===== config.mk =====
export PLATFORM = sky130hd
export DESIGN_NAME = pll_ctrl_flat
export DESIGN_NICKNAME = d
export VERILOG_FILES = /design/src/rtl/pll_ctrl_pkg.sv /design/src/rtl/pll_ctrl_if.sv /design/src/rtl/pll_ctrl_sync.sv /design/src/rtl/pll_ctrl.sv /design/src/flat_wrapper.sv
export SDC_FILE = /design/constraint.sdc
export NUM_CORES = 1
export LEC_CHECK = 0
export BUFFER_PORTS_ARGS = -buffer_cell sky130_fd_sc_hd__buf_2
export CORE_MARGIN = 5
export CORE_UTILIZATION = 40
export DETAILED_ROUTE_END_ITERATION = 6
export PLACE_DENSITY_LB_ADDON = 0.25
export SETUP_SLACK_MARGIN = 0.15
export SLEW_MARGIN = 20
export SYNTH_ARGS = -nofsm -noshare
export SYNTH_HDL_FRONTEND = slang
export SYNTH_SLANG_ARGS = --single-unit
export TNS_END_PERCENT = 30

===== constraint.sdc =====
create_clock -name clk_i -period 3.1 [get_ports clk_i]
set_clock_uncertainty 0.05 [all_clocks]
set_input_delay 0.62 -clock clk_i [delete_from_list [all_inputs] [get_ports clk_i]]
set_output_delay 0.62 -clock clk_i [all_outputs]
set_load 0.01 [all_outputs]

===== src/rtl/pll_ctrl_pkg.sv =====
// Shared types and defaults for the PLL controller.
//   state_e    : controller sequencing states
//   pll_div_t  : OD (output divider) code driven to the PLL wrapper
//   max2       : elaboration-time helper for sizing the shared counter
package pll_ctrl_pkg;

  typedef enum logic [2:0] {
    PLL_RST,
    WAIT_LOCK,
    STABLE,
    SETTLE_ON,
    RUN,
    SETTLE_OFF,
    FAIL
  } state_e;

  typedef logic [1:0] pll_div_t;

  localparam pll_div_t PLL_DIV_RESET = 2'b11;

  function automatic int unsigned max2(int unsigned a, int unsigned b);
    return (a > b) ? a : b;
  endfunction

endpackage


===== src/rtl/pll_ctrl_if.sv =====
// Divider-change request handshake between a requester and pll_ctrl.
//   div_req        : requested OD code
//   div_req_valid  : request pending; held by the requester until ready
//   div_req_ready  : controller can take the request this cycle
interface pll_ctrl_if;
  import pll_ctrl_pkg::*;

  pll_div_t div_req;
  logic     div_req_valid;
  logic     div_req_ready;

  modport master (output div_req, div_req_valid, input  div_req_ready);
  modport slave  (input  div_req, div_req_valid, output div_req_ready);

endinterface


===== src/rtl/pll_ctrl_sync.sv =====
// Two-flop synchronizer for a single asynchronous level.
//   clk_i  : destination clock
//   rstn_i : asynchronous active-low reset, output clears to 0
//   d_i    : asynchronous input
//   q_o    : synchronized output, two cycles of latency
module sync_2ff (
  input  logic clk_i,
  input  logic rstn_i,
  input  logic d_i,
  output logic q_o
);

  logic [1:0] sync_q;

  always_ff @(posedge clk_i or negedge rstn_i) begin
    if (!rstn_i) sync_q <= '0;
    else         sync_q <= {sync_q[0], d_i};
  end

  assign q_o = sync_q[1];

endmodule


===== src/rtl/pll_ctrl.sv =====
// PLL sequencing controller on the reference clock. Drives the PLL wrapper's
// reset, divider and bypass, qualifies its lock output, and hands the core
// clock over from bypass to the PLL only after lock has been stable.
//   clk_i, rstn_i : reference clock, asynchronous active-low reset
//   req_if        : divider change request handshake (slave side)
//   pll_locked_i  : PLL lock detect, asynchronous to clk_i
//   pll_rstn_o    : PLL reset, active-low
//   pll_div_o     : OD code to the PLL
//   pll_bps_o     : PLL bypass
//   pll_ready_o   : PLL output valid and in use
//   lock_lost_o   : one-cycle pulse when lock drops in RUN
//   fail_o        : lock retries exhausted
module pll_ctrl
  import pll_ctrl_pkg::*;
#(
  parameter int unsigned RST_CYCLES          = 16,
  parameter int unsigned LOCK_STABLE_CYCLES  = 64,
  parameter int unsigned LOCK_TIMEOUT_CYCLES = 4096,
  parameter int unsigned MAX_RETRIES         = 3,
  parameter int unsigned BPS_SETTLE_CYCLES   = 4,
  parameter pll_div_t    DIV_RESET           = PLL_DIV_RESET
) (
  input  logic       clk_i,
  input  logic       rstn_i,
  pll_ctrl_if.slave  req_if,
  input  logic       pll_locked_i,
  output logic       pll_rstn_o,
  output pll_div_t   pll_div_o,
  output logic       pll_bps_o,
  output logic       pll_ready_o,
  output logic       lock_lost_o,
  output logic       fail_o
);

  localparam int unsigned CNT_MAX = max2(max2(RST_CYCLES, LOCK_STABLE_CYCLES),
                                         max2(LOCK_TIMEOUT_CYCLES, BPS_SETTLE_CYCLES));
  localparam int unsigned CNT_W   = $clog2(CNT_MAX) + 1;
  localparam int unsigned RTY_W   = $clog2(MAX_RETRIES + 1);

  state_e           state_q, state_d;
  logic [CNT_W-1:0] cnt_q, cnt_d;
  logic [RTY_W-1:0] retry_q, retry_d;
  logic             rstn_q, rstn_d;
  pll_div_t         div_q, div_d;
  logic             bps_q, bps_d;
  logic             rdy_q, rdy_d;
  logic             ll_q, ll_d;
  logic             fail_q, fail_d;

  logic lock_s;
  logic req_ready;
  logic accept;

  sync_2ff u_lock_sync (
    .clk_i  (clk_i),
    .rstn_i (rstn_i),
    .d_i    (pll_locked_i),
    .q_o    (lock_s)
  );

  // In RUN, ready follows lock_s so a lock drop always wins over a request
  // arriving in the same cycle; the request simply stays pending.
  assign req_ready            = (state_q == RUN && lock_s) || (state_q == FAIL);
  assign accept               = req_if.div_req_valid && req_ready;
  assign req_if.div_req_ready = req_ready;

  always_comb begin
    state_d = state_q;
    cnt_d   = cnt_q + 1'b1;
    retry_d = retry_q;
    rstn_d  = rstn_q;
    div_d   = div_q;
    bps_d   = bps_q;
    rdy_d   = rdy_q;
    ll_d    = 1'b0;
    fail_d  = fail_q;

    unique case (state_q)
      PLL_RST: begin
        if (cnt_q == CNT_W'(RST_CYCLES - 1)) begin
          rstn_d  = 1'b1;
          state_d = WAIT_LOCK;
        end
      end
      WAIT_LOCK: begin
        if (lock_s) begin
          state_d = STABLE;
        end else if (cnt_q == CNT_W'(LOCK_TIMEOUT_CYCLES - 1)) begin
          retry_d = retry_q + 1'b1;
          rstn_d  = 1'b0;
          if (retry_q == RTY_W'(MAX_RETRIES - 1)) begin
            fail_d  = 1'b1;
            state_d = FAIL;
          end else begin
            state_d = PLL_RST;
          end
        end
      end
      STABLE: begin
        // A glitch only restarts qualification; it is never reported as a loss.
        if (!lock_s) begin
          state_d = WAIT_LOCK;
        end else if (cnt_q == CNT_W'(LOCK_STABLE_CYCLES - 1)) begin
          bps_d   = 1'b0;
          state_d = SETTLE_ON;
        end
      end
      SETTLE_ON: begin
        if (cnt_q == CNT_W'(BPS_SETTLE_CYCLES - 1)) begin
          rdy_d   = 1'b1;
          retry_d = '0;
          state_d = RUN;
        end
      end
      RUN: begin
        if (!lock_s) begin
          ll_d    = 1'b1;
          bps_d   = 1'b1;
          rdy_d   = 1'b0;
          rstn_d  = 1'b0;
          state_d = PLL_RST;
        end else if (accept) begin
          // Bypass and divider switch on the same edge: the PLL output is
          // dropped from the mux here and is not used again until the settle
          // window and a full reset/relock have passed.
          div_d   = req_if.div_req;
          bps_d   = 1'b1;
          rdy_d   = 1'b0;
          state_d = SETTLE_OFF;
        end
      end
      SETTLE_OFF: begin
        if (cnt_q == CNT_W'(BPS_SETTLE_CYCLES - 1)) begin
          rstn_d  = 1'b0;
          state_d = PLL_RST;
        end
      end
      FAIL: begin
        rstn_d = 1'b0;
        bps_d  = 1'b1;
        if (accept) begin
          div_d   = req_if.div_req;
          fail_d  = 1'b0;
          retry_d = '0;
          state_d = PLL_RST;
        end
      end
      default: begin
        rstn_d  = 1'b0;
        bps_d   = 1'b1;
        rdy_d   = 1'b0;
        state_d = PLL_RST;
      end
    endcase

    if (state_d != state_q) cnt_d = '0;
  end

  always_ff @(posedge clk_i or negedge rstn_i) begin
    if (!rstn_i) begin
      state_q <= PLL_RST;
      cnt_q   <= '0;
      retry_q <= '0;
      rstn_q  <= 1'b0;
      div_q   <= DIV_RESET;
      bps_q   <= 1'b1;
      rdy_q   <= 1'b0;
      ll_q    <= 1'b0;
      fail_q  <= 1'b0;
    end else begin
      state_q <= state_d;
      cnt_q   <= cnt_d;
      retry_q <= retry_d;
      rstn_q  <= rstn_d;
      div_q   <= div_d;
      bps_q   <= bps_d;
      rdy_q   <= rdy_d;
      ll_q    <= ll_d;
      fail_q  <= fail_d;
    end
  end

  assign pll_rstn_o  = rstn_q;
  assign pll_div_o   = div_q;
  assign pll_bps_o   = bps_q;
  assign pll_ready_o = rdy_q;
  assign lock_lost_o = ll_q;
  assign fail_o      = fail_q;

endmodule

===== src/flat_wrapper.sv =====
// flat-port wrapper written by rule: the top's interface ports become plain ports
module pll_ctrl_flat import pll_ctrl_pkg::*;
#(
  parameter int unsigned RST_CYCLES          = 16,
  parameter int unsigned LOCK_STABLE_CYCLES  = 64,
  parameter int unsigned LOCK_TIMEOUT_CYCLES = 4096,
  parameter int unsigned MAX_RETRIES         = 3,
  parameter int unsigned BPS_SETTLE_CYCLES   = 4,
  parameter pll_div_t    DIV_RESET           = PLL_DIV_RESET
)
  (clk_i, rstn_i, pll_locked_i, pll_rstn_o, pll_div_o, pll_bps_o, pll_ready_o, lock_lost_o, fail_o, req_if_div_req, req_if_div_req_valid, req_if_div_req_ready);
  pll_ctrl_if req_if_i ();
  input  logic clk_i;
  input  logic rstn_i;
  input  logic pll_locked_i;
  output logic pll_rstn_o;
  output pll_div_t pll_div_o;
  output logic pll_bps_o;
  output logic pll_ready_o;
  output logic lock_lost_o;
  output logic fail_o;
  input wire logic [$bits(req_if_i.div_req)-1:0] req_if_div_req;
  input wire logic [$bits(req_if_i.div_req_valid)-1:0] req_if_div_req_valid;
  output wire logic [$bits(req_if_i.div_req_ready)-1:0] req_if_div_req_ready;
  assign req_if_i.div_req = req_if_div_req;
  assign req_if_i.div_req_valid = req_if_div_req_valid;
  assign req_if_div_req_ready = req_if_i.div_req_ready;
  pll_ctrl #(.RST_CYCLES(RST_CYCLES), .LOCK_STABLE_CYCLES(LOCK_STABLE_CYCLES), .LOCK_TIMEOUT_CYCLES(LOCK_TIMEOUT_CYCLES), .MAX_RETRIES(MAX_RETRIES), .BPS_SETTLE_CYCLES(BPS_SETTLE_CYCLES), .DIV_RESET(DIV_RESET)) u_core (.clk_i(clk_i), .rstn_i(rstn_i), .req_if(req_if_i), .pll_locked_i(pll_locked_i), .pll_rstn_o(pll_rstn_o), .pll_div_o(pll_div_o), .pll_bps_o(pll_bps_o), .pll_ready_o(pll_ready_o), .lock_lost_o(lock_lost_o), .fail_o(fail_o));
endmodule

==> metrics.md, run 1 <==
| Metric | Value |
|---|---|
| Biggest area consumer among synthesized cells | `dfrtp_1` |
| CTS root buf | `clkbuf_8` |
| Vias in the first global route | `1,110` |
| Final Wtd Congestion | `0.840` |
| Critical path's largest stage delay | `between 0.5 and 0.6 ns` |
| Reg-to-reg slack, setup | `between 0.2 and 0.3 ns` |
| Die Y | `70.9 um` |
| First DRT Iteration DRCs | `65` |
| Clock buffers created by TritonCTS | `3` |
| Worst VDD drop | `roughly 270 uV` |
| First-pass GRT wire length | `between 4000 and 5000 um` |
| Arr. time, crit path | `2.89 ns` |
| RSZ-0062 raised after global routing | `false` |
| GRT Total Usage | `roughly an eighth` |
| Worst setup SP type | `flop` |
| CTS sink count | `27` |
| Post-Place Worst Slack | `0.338 ns` |
| Vias | `1,160` |
| CTS tree | `built` |
| Run status | `finished clean` |
| Syn_nets | `164` |
| Final WL | `approximately 2900 um` |
| F_max | `356 MHz` |
| DRT antenna net count | `0` |
| Yosys top cell area share | `40.5%` |
| Top-count cell post-synth | `dfrtp_1` |
| Leakage | `between 0.7 and 0.8 nW` |
| CP max-delay cell | `or4b_4` |
| H-tree depth | `1` |
| Share of cells above drive strength 1 | `20.0%` |
| Starting Density | `40.8%` |
| Final Hold Viols | `0` |
| Num rows | `22` |
| Most used DFF post-synth | `dfrtp_1` |
| Critical R2R Capture | `u_core.cnt_q[11]` |
| Worst setup margin | `0.294 ns` |
| Clock slew at reported path FFs | `0.10 ns` |
| Yosys warnings | `0` |
| CP Capture Point | `u_core.cnt_q[11]` |
| Post-synth top cells | `dfrtp_1 (24), nand2_1 (15), nor3_1 (14)` |
| Levels on crit path | `6` |
| Initial antenna violation count | `0` |
| # DRC | `0` |
| Sequential area share after synthesis | `45.8%` |
| Drt pass-1 iters | `4` |
| Ant diodes | `0` |
| Kind of path behind the tightest hold check | `input pin to async pin` |
| Relative slew slack | `55.8%` |
| Crit path kind | `flop to flop` |
| Critical R2R Launch | `u_core.cnt_q[0]` |
| Total core area | `0.00363 mm2` |
| EDFF count, synth | `0` |
| Clock latency on the worst-skew pair | `0.28 ns` |
| Area growth syn-to-layout | `10.9%` |
| Final setup fails | `0` |
| Synth unique cells | `44` |
| Critical Path Fanout Max | `13` |
| Final nets | `179` |
| IO Count | `14` |
| Min cycle time layout | `roughly 2.8 ns` |
| Crit path launch | `u_core.cnt_q[0]` |
| Part of the cycle the worst path needs | `90.5%` |
| Synth area leaders | `dfrtp_1 (40%), dfstp_2 (5.3%), nor3_1 (4.7%), nand2_1 (3.8%), xnor2_1 (3.5%)` |
| Pin count of the biggest net entering global routing | `28` |
| Least-Margin Pin Slew | `around 0.65 ns` |
| Reg2reg path depth | `6` |
| Max_cap viols | `0` |
| Worst path bufs/invs | `0` |
| Asr flop ratio synth | `100%` |
| Setup crit end kind | `flop` |
| Clock tree buffer depth | `2` |
| Vias per inst | `5.32` |
| Die area | `between 0.005 and 0.006 mm2` |
| Syn Area/Cell | `9.51 um2` |
| Crit path required time | `3.18 ns` |
| Post-CTS Setup Bufs | `0` |
| Post_cts resized | `0` |
| PwrDens | `a little over 700 mW/mm2` |
| HPWL Detailed | `2120 um` |
| Power Total | `0.00117 W` |
| Final TNS setup | `0 ns` |
| Crit path max-delay family | `simple AND/OR/NAND/NOR gates` |
| Chip width | `about 71 um` |
| Post-DR wirelength/cell | `13.5 um` |
| Hold_ws | `approximately 0.28 ns` |
| Cells after Synth | `156` |
| Synthesis-stage register bit count | `27` |
| Overflow after GRT | `0` |
| Max-slew violation count | `0` |
| Buffers on Ports | `13` |
| CTS Hold Bufs | `0` |
| CP cell instances | `ha_1 -> or3b_2 -> or4b_4 -> and3_4 -> a211oi_4 -> nor3_1` |
| Mapped Area | `approximately 0.0015 mm2` |
final cells by class:
cell class,instances,area [um2]
clock inverter,1,5.00
inverter,5,18.8
tap,48,60.1
timing repair buffer,16,87.6
sequential,27,679
fill,367,1990
clock buffer,3,41.3
multi-input combinational,118,753
state kept, by name, summed over array words and instances, names as in the netlist:
signal and count:
u_core.cnt_q 13, u_core.state_q 3, u_core.pll_div_o 2, u_core.retry_q 2, u_core.u_lock_sync.sync_q 2, u_core.fail_o 1, u_core.lock_lost_o 1, u_core.pll_bps_o 1
u_core.pll_ready_o 1, u_core.pll_rstn_o 1
stage by stage:
stage | cell area [um2] | std cells | util (%)
2_1_floorplan | 1480 | 156 | -
3_3_place_gp | 1600 | 214 | 44.0
3_5_place_dp | 1600 | 214 | 44.0
4_1_cts | 1650 | 218 | 45.3
5_1_grt | 1650 | 218 | 45.3
6_report | 1650 | 218 | 45.3
layout by cell type, fill, tap and decap left out, types with 2 or more instances in the layout:
cell type | netlist | final
buf_4 | 0 | 3
nor2_1 | 12 | 12
xor2_1 | 5 | 5
inv_1 | 5 | 5
ha_1 | 2 | 2
buf_2 | 2 | 13
a21oi_1 | 8 | 8
mux2_2 | 3 | 3
nand4_1 | 4 | 4
nor3b_1 | 3 | 3
nor4_1 | 2 | 2
xnor2_1 | 6 | 6
o21ai_0 | 7 | 7
dfstp_2 | 3 | 3
nor3_1 | 14 | 14
nor2b_1 | 2 | 2
o31ai_1 | 4 | 4
nand3_1 | 5 | 5
o22ai_1 | 3 | 3
nand2_1 | 15 | 15
nand2b_1 | 2 | 2
dfrtp_1 | 24 | 24
clkbuf_8 | 0 | 3
cell families (layout without fill, tap and decap cells):
kind of cell | Yosys count | count (layout) | share of synthesized area (%)
AOI/OAI and AO/OA | 30 | 30 | 13.7
xor gates and xnor gates | 11 | 11 | 6.49
adders and majority gates | 2 | 2 | 1.69
buffers and inverters | 11 | 25 | 3.46
DFF | 27 | 27 | 45.8
muxes | 4 | 4 | 2.95
and+or+nand+nor | 71 | 71 | 25.9
per-layer routing:
| metal | vias to the layer above | global-route usage (%) | wire length, um |
|---|---|---|---|
| met1 | 539 | 17.0 | 1430 |
| met4 | 0 | 5.64 | 54 |
| li1 | 589 | - | - |
| met3 | 5 | 1.85 | 114 |
| met5 | - | 0 | 0 |
| met2 | 27 | 19.2 | 1350 |
report_power, final:
group / leakage, nW / internal, W / switching (W)
clock: 0.0255 / 0.0000904 / 0.000115
sequential: 0.342 / 0.000434 / 0.000109
combinational: 0.333 / 0.000197 / 0.000222
worst min-delay path by stage:
stage,slack [ns],from,endpoint
finish,0.28,rstn_i,u_core.retry_q[0]
global route,0.33,u_core.u_lock_sync.sync_q[0],u_core.u_lock_sync.sync_q[1]
CTS,0.30,rstn_i,u_core.retry_q[1]
detailed placement,0.29,u_core.u_lock_sync.sync_q[0],u_core.u_lock_sync.sync_q[1]
global placement,0.29,u_core.u_lock_sync.sync_q[0],u_core.u_lock_sync.sync_q[1]
floorplan,0.27,rstn_i,u_core.cnt_q[0]
(Power assumes the default switching activity.)
==> run 2, diff against run 1 <==
--- a/config.mk
+++ b/config.mk
@@ -5,9 +5,11 @@
 export SDC_FILE = /design/constraint.sdc
 export NUM_CORES = 1
 export LEC_CHECK = 0
+export ABC_AREA = 1
+export ABC_CLOCK_PERIOD_IN_PS = 3100
 export BUFFER_PORTS_ARGS = -buffer_cell sky130_fd_sc_hd__buf_2
 export CORE_MARGIN = 5
-export CORE_UTILIZATION = 40
+export CORE_UTILIZATION = 58
 export DETAILED_ROUTE_END_ITERATION = 6
 export PLACE_DENSITY_LB_ADDON = 0.25
 export SETUP_SLACK_MARGIN = 0.15
==> metrics.md, run 2 <==
| Metric | Value |
|---|---|
| H-tree depth | `1 (unchanged)` |
| Max-slew violation count | `0 (unchanged)` |
| Area growth syn-to-layout | `7.10%` |
| Biggest register | `u_core.cnt_q` |
| Arr. time, crit path | `1.49 ns (-1.40 ns)` |
| Most used DFF post-synth | `dfrtp_1` |
| Crit path kind | `flop to output pin` |
| CTS tree | `built` |
| Buffers on Ports | `13 (unchanged)` |
| FILL cells | `232 (-37%)` |
| Kind of path behind the tightest hold check | `input pin to async pin` |
| First-pass GRT wire length | `5000 um (+0.28%)` |
| Synth area leaders | `dfrtp_1 (40%), nand2_1 (9.4%), nor2_1 (7.2%), nor2_2 (5.8%), dfstp_2 (5.2%)` |
| CTS root buf | `clkbuf_4` |
| Clock slew at reported path FFs | `0.15 ns (+0.05 ns)` |
| Max_cap viols | `0 (unchanged)` |
| Final Wtd Congestion | `0.887 (+5.6%)` |
| Post-CTS Setup Bufs | `0 (unchanged)` |
| Chip width | `61.1 um (-14%)` |
| PwrDens | `562 mW/mm2 (-21%)` |
| EDFF count, synth | `0 (unchanged)` |
| Clock tree buffer depth | `2 (unchanged)` |
| Final nets | `213 (+19%)` |
| Clock latency on the worst-skew pair | `0.32 ns (+0.04 ns)` |
| Synthesis-stage register bit count | `27 (unchanged)` |
| Initial antenna violation count | `0 (unchanged)` |
| Critical path's largest stage delay | `0.50 ns (-0.07 ns)` |
| Highest-count cells in the layout ignoring fill and taps | `nand2_1 (38), nor2_1 (29), dfrtp_1 (24), inv_1 (19), nand3_1 (15)` |
| IO Count | `14 (unchanged)` |
| CTS Hold Bufs | `0 (unchanged)` |
| DRT antenna net count | `0 (unchanged)` |
| Post-Place Worst Slack | `1.05 ns (+0.709 ns)` |
| Final Hold Viols | `0 (unchanged)` |
| Sequential area share after synthesis | `44.8% (-0.95 points)` |
| Total core area | `0.00248 mm2 (-32%)` |
| Run status | `finished clean` |
| Least-Margin Pin Slew | `0.563 ns (-0.0909 ns)` |
| Yosys warnings | `0 (unchanged)` |
| GRT Total Usage | `17.7% (+5.3 points)` |
| Drt pass-1 iters | `4 (unchanged)` |
| Commonest non-fill, non-tap cell in the layout | `nand2_1` |
| Syn_nets | `197 (+20%)` |
| F_max | `464 MHz (+30%)` |
| Share of cells above drive strength 1 | `25.5% (+5.5 points)` |
| Die area | `0.00373 mm2 (-26%)` |
| Synth unique cells | `23 (-48%)` |
| Cells after Synth | `189 (+21%)` |
| Starting Density | `61.2% (+20 points)` |
| # DRC | `0 (unchanged)` |
| Crit path required time | `2.43 ns (-0.75 ns)` |
| Worst setup margin | `0.944 ns (+0.650 ns)` |
| CP cell instances | `nor2_2 -> inv_2 -> nor2_2 -> inv_2 -> nand2_1 -> buf_2` |
| Vias | `1,214 (+4.7%)` |
| Relative slew slack | `62.5% (+6.7 points)` |
| Clock buffers created by TritonCTS | `3 (unchanged)` |
| Yosys top cell area share | `39.6% (-0.84 points)` |
| Final setup fails | `0 (unchanged)` |
| Vias in the first global route | `1,174 (+5.8%)` |
| Worst VDD drop | `511 uV (+93%)` |
| Worst setup SP type | `flop` |
| CTS sink count | `27 (unchanged)` |
| CP max-delay cell | `dfrtp_1` |
| Mapped Area | `0.00152 mm2 (+2.1%)` |
| RSZ-0062 raised after global routing | `false` |
| Overflow after GRT | `0 (unchanged)` |
| Leakage | `0.811 nW (+16%)` |
| Ant diodes | `0 (unchanged)` |
| Critical Path Fanout Max | `8 (-5)` |
| Largest regs | `u_core.cnt_q x13, u_core.state_q x3` |
| First DRT Iteration DRCs | `29 (-55%)` |
| Min cycle time layout | `2.16 ns (-0.650 ns)` |
| Syn Area/Cell | `8.02 um2 (-16%)` |
| Num rows | `18 (-18%)` |
| Biggest area consumer among synthesized cells | `dfrtp_1` |
| Part of the cycle the worst path needs | `69.5% (-21 points)` |
| Post_cts resized | `0 (unchanged)` |
| Hold_ws | `0.216 ns (-0.0598 ns)` |
| Largest register FFs | `13 (unchanged)` |
| Die Y | `61.1 um (-14%)` |
| Final TNS setup | `0 ns (unchanged)` |
| HPWL Detailed | `2250 um (+5.9%)` |
| Post-synth top cells | `nand2_1 (38), nor2_1 (29), dfrtp_1 (24)` |
| Post-DR wirelength/cell | `12.0 um (-11%)` |
| Top-count cell post-synth | `nand2_1` |
| Pin count of the biggest net entering global routing | `28 (unchanged)` |
| Asr flop ratio synth | `100% (unchanged)` |
| Final WL | `2810 um (-4.7%)` |
| Vias per inst | `5.19 (-2.5%)` |
| Setup crit end kind | `output pin` |
| Final core utilization | `65.5% (+20 points)` |
## run 2: changes by cell type after synthesis, moves of 6 or more
cell     previous run  this run
inv_2               0         6
nand2_1            15        38
nor2_2              0        14
nand2_2             0         6
nor3_1             14         2
inv_1               5        19
nand3_1             5        15
nor2_1             12        29
a21oi_1             8         0
## run 2: logic make-up after synthesis
| logic type | share of synthesized area [%] |
|---|---|
| AOI/OAI and AO/OA | 3.88 |
| xor gates and xnor gates | 5.78 |
| muxes | 1.49 |
| and+or+nand+nor | 34.7 |
| DFF | 44.8 |
| buffers and inverters | 7.68 |
| adders and majority gates | 1.65 |
## run 2: report_power, final
| group | leakage [nW] | switching (W) | internal, W | total [W] |
|---|---|---|---|---|
| sequential | 0.345 | 0.0000496 | 0.000423 | 0.000473 |
| clock | 0.0177 | 0.000104 | 0.0000483 | 0.000152 |
| combinational | 0.448 | 0.000179 | 0.000109 | 0.000287 |
| total | 0.811 | 0.000332 | 0.000580 | 0.000912 |
## run 2: per-stage QoR
| step | power, W | std cells | instance area (um2) |
|---|---|---|---|
| floorplan | 0.000700 | 189 | 1520 |
| global placement | 0.000754 | 230 | 1600 |
| detailed placement | 0.000769 | 230 | 1600 |
| CTS | 0.000917 | 234 | 1620 |
| global route | 0.000983 | 234 | 1620 |
| finish | 0.000912 | 234 | 1620 |
## run 2: path summary, 6_finish.rpt
path                                              start                           end  slack [ns]  cells after the start
max                                   u_core.state_q[0]          req_if_div_req_ready        0.94                      6
min                                              rstn_i             u_core.state_q[2]        0.22                      1
max reg2reg                             u_core.cnt_q[0]              u_core.cnt_q[12]        1.02                     12
min reg2reg                u_core.u_lock_sync.sync_q[0]  u_core.u_lock_sync.sync_q[1]        0.32                      0
max in group asynchronous                        rstn_i           u_core.pll_div_o[0]        2.41                      1
min in group clk_i         u_core.u_lock_sync.sync_q[0]  u_core.u_lock_sync.sync_q[1]        0.32                      0
## run 2: layer usage
layer | vias up | routed length [um] | GRT usage, %
li1 | 619 | - | -
met1 | 556 | 1290 | 23.8
met2 | 33 | 1310 | 28.2
met3 | 6 | 154 | 3.35
met4 | 0 | 54 | 6.81
met5 | - | 0 | 0
## run 2: worst max-delay path: cells and delay by family (launching register included)
kind	cells	cell delay, ns
flops	1	0.50
buf+inv	3	0.28
simple gates	3	0.39
## run 2: cell type report
type / count / area (um2) / share of cell area, %
sequential: 27 / 679 / 41.9
tap: 30 / 37.5 / 2.31
multi-input combinational: 135 / 719 / 44.3
clock buffer: 3 / 22.5 / 1.39
inverter: 25 / 93.8 / 5.78
clock inverter: 1 / 5.00 / 0.308
timing repair buffer: 13 / 65.1 / 4.01
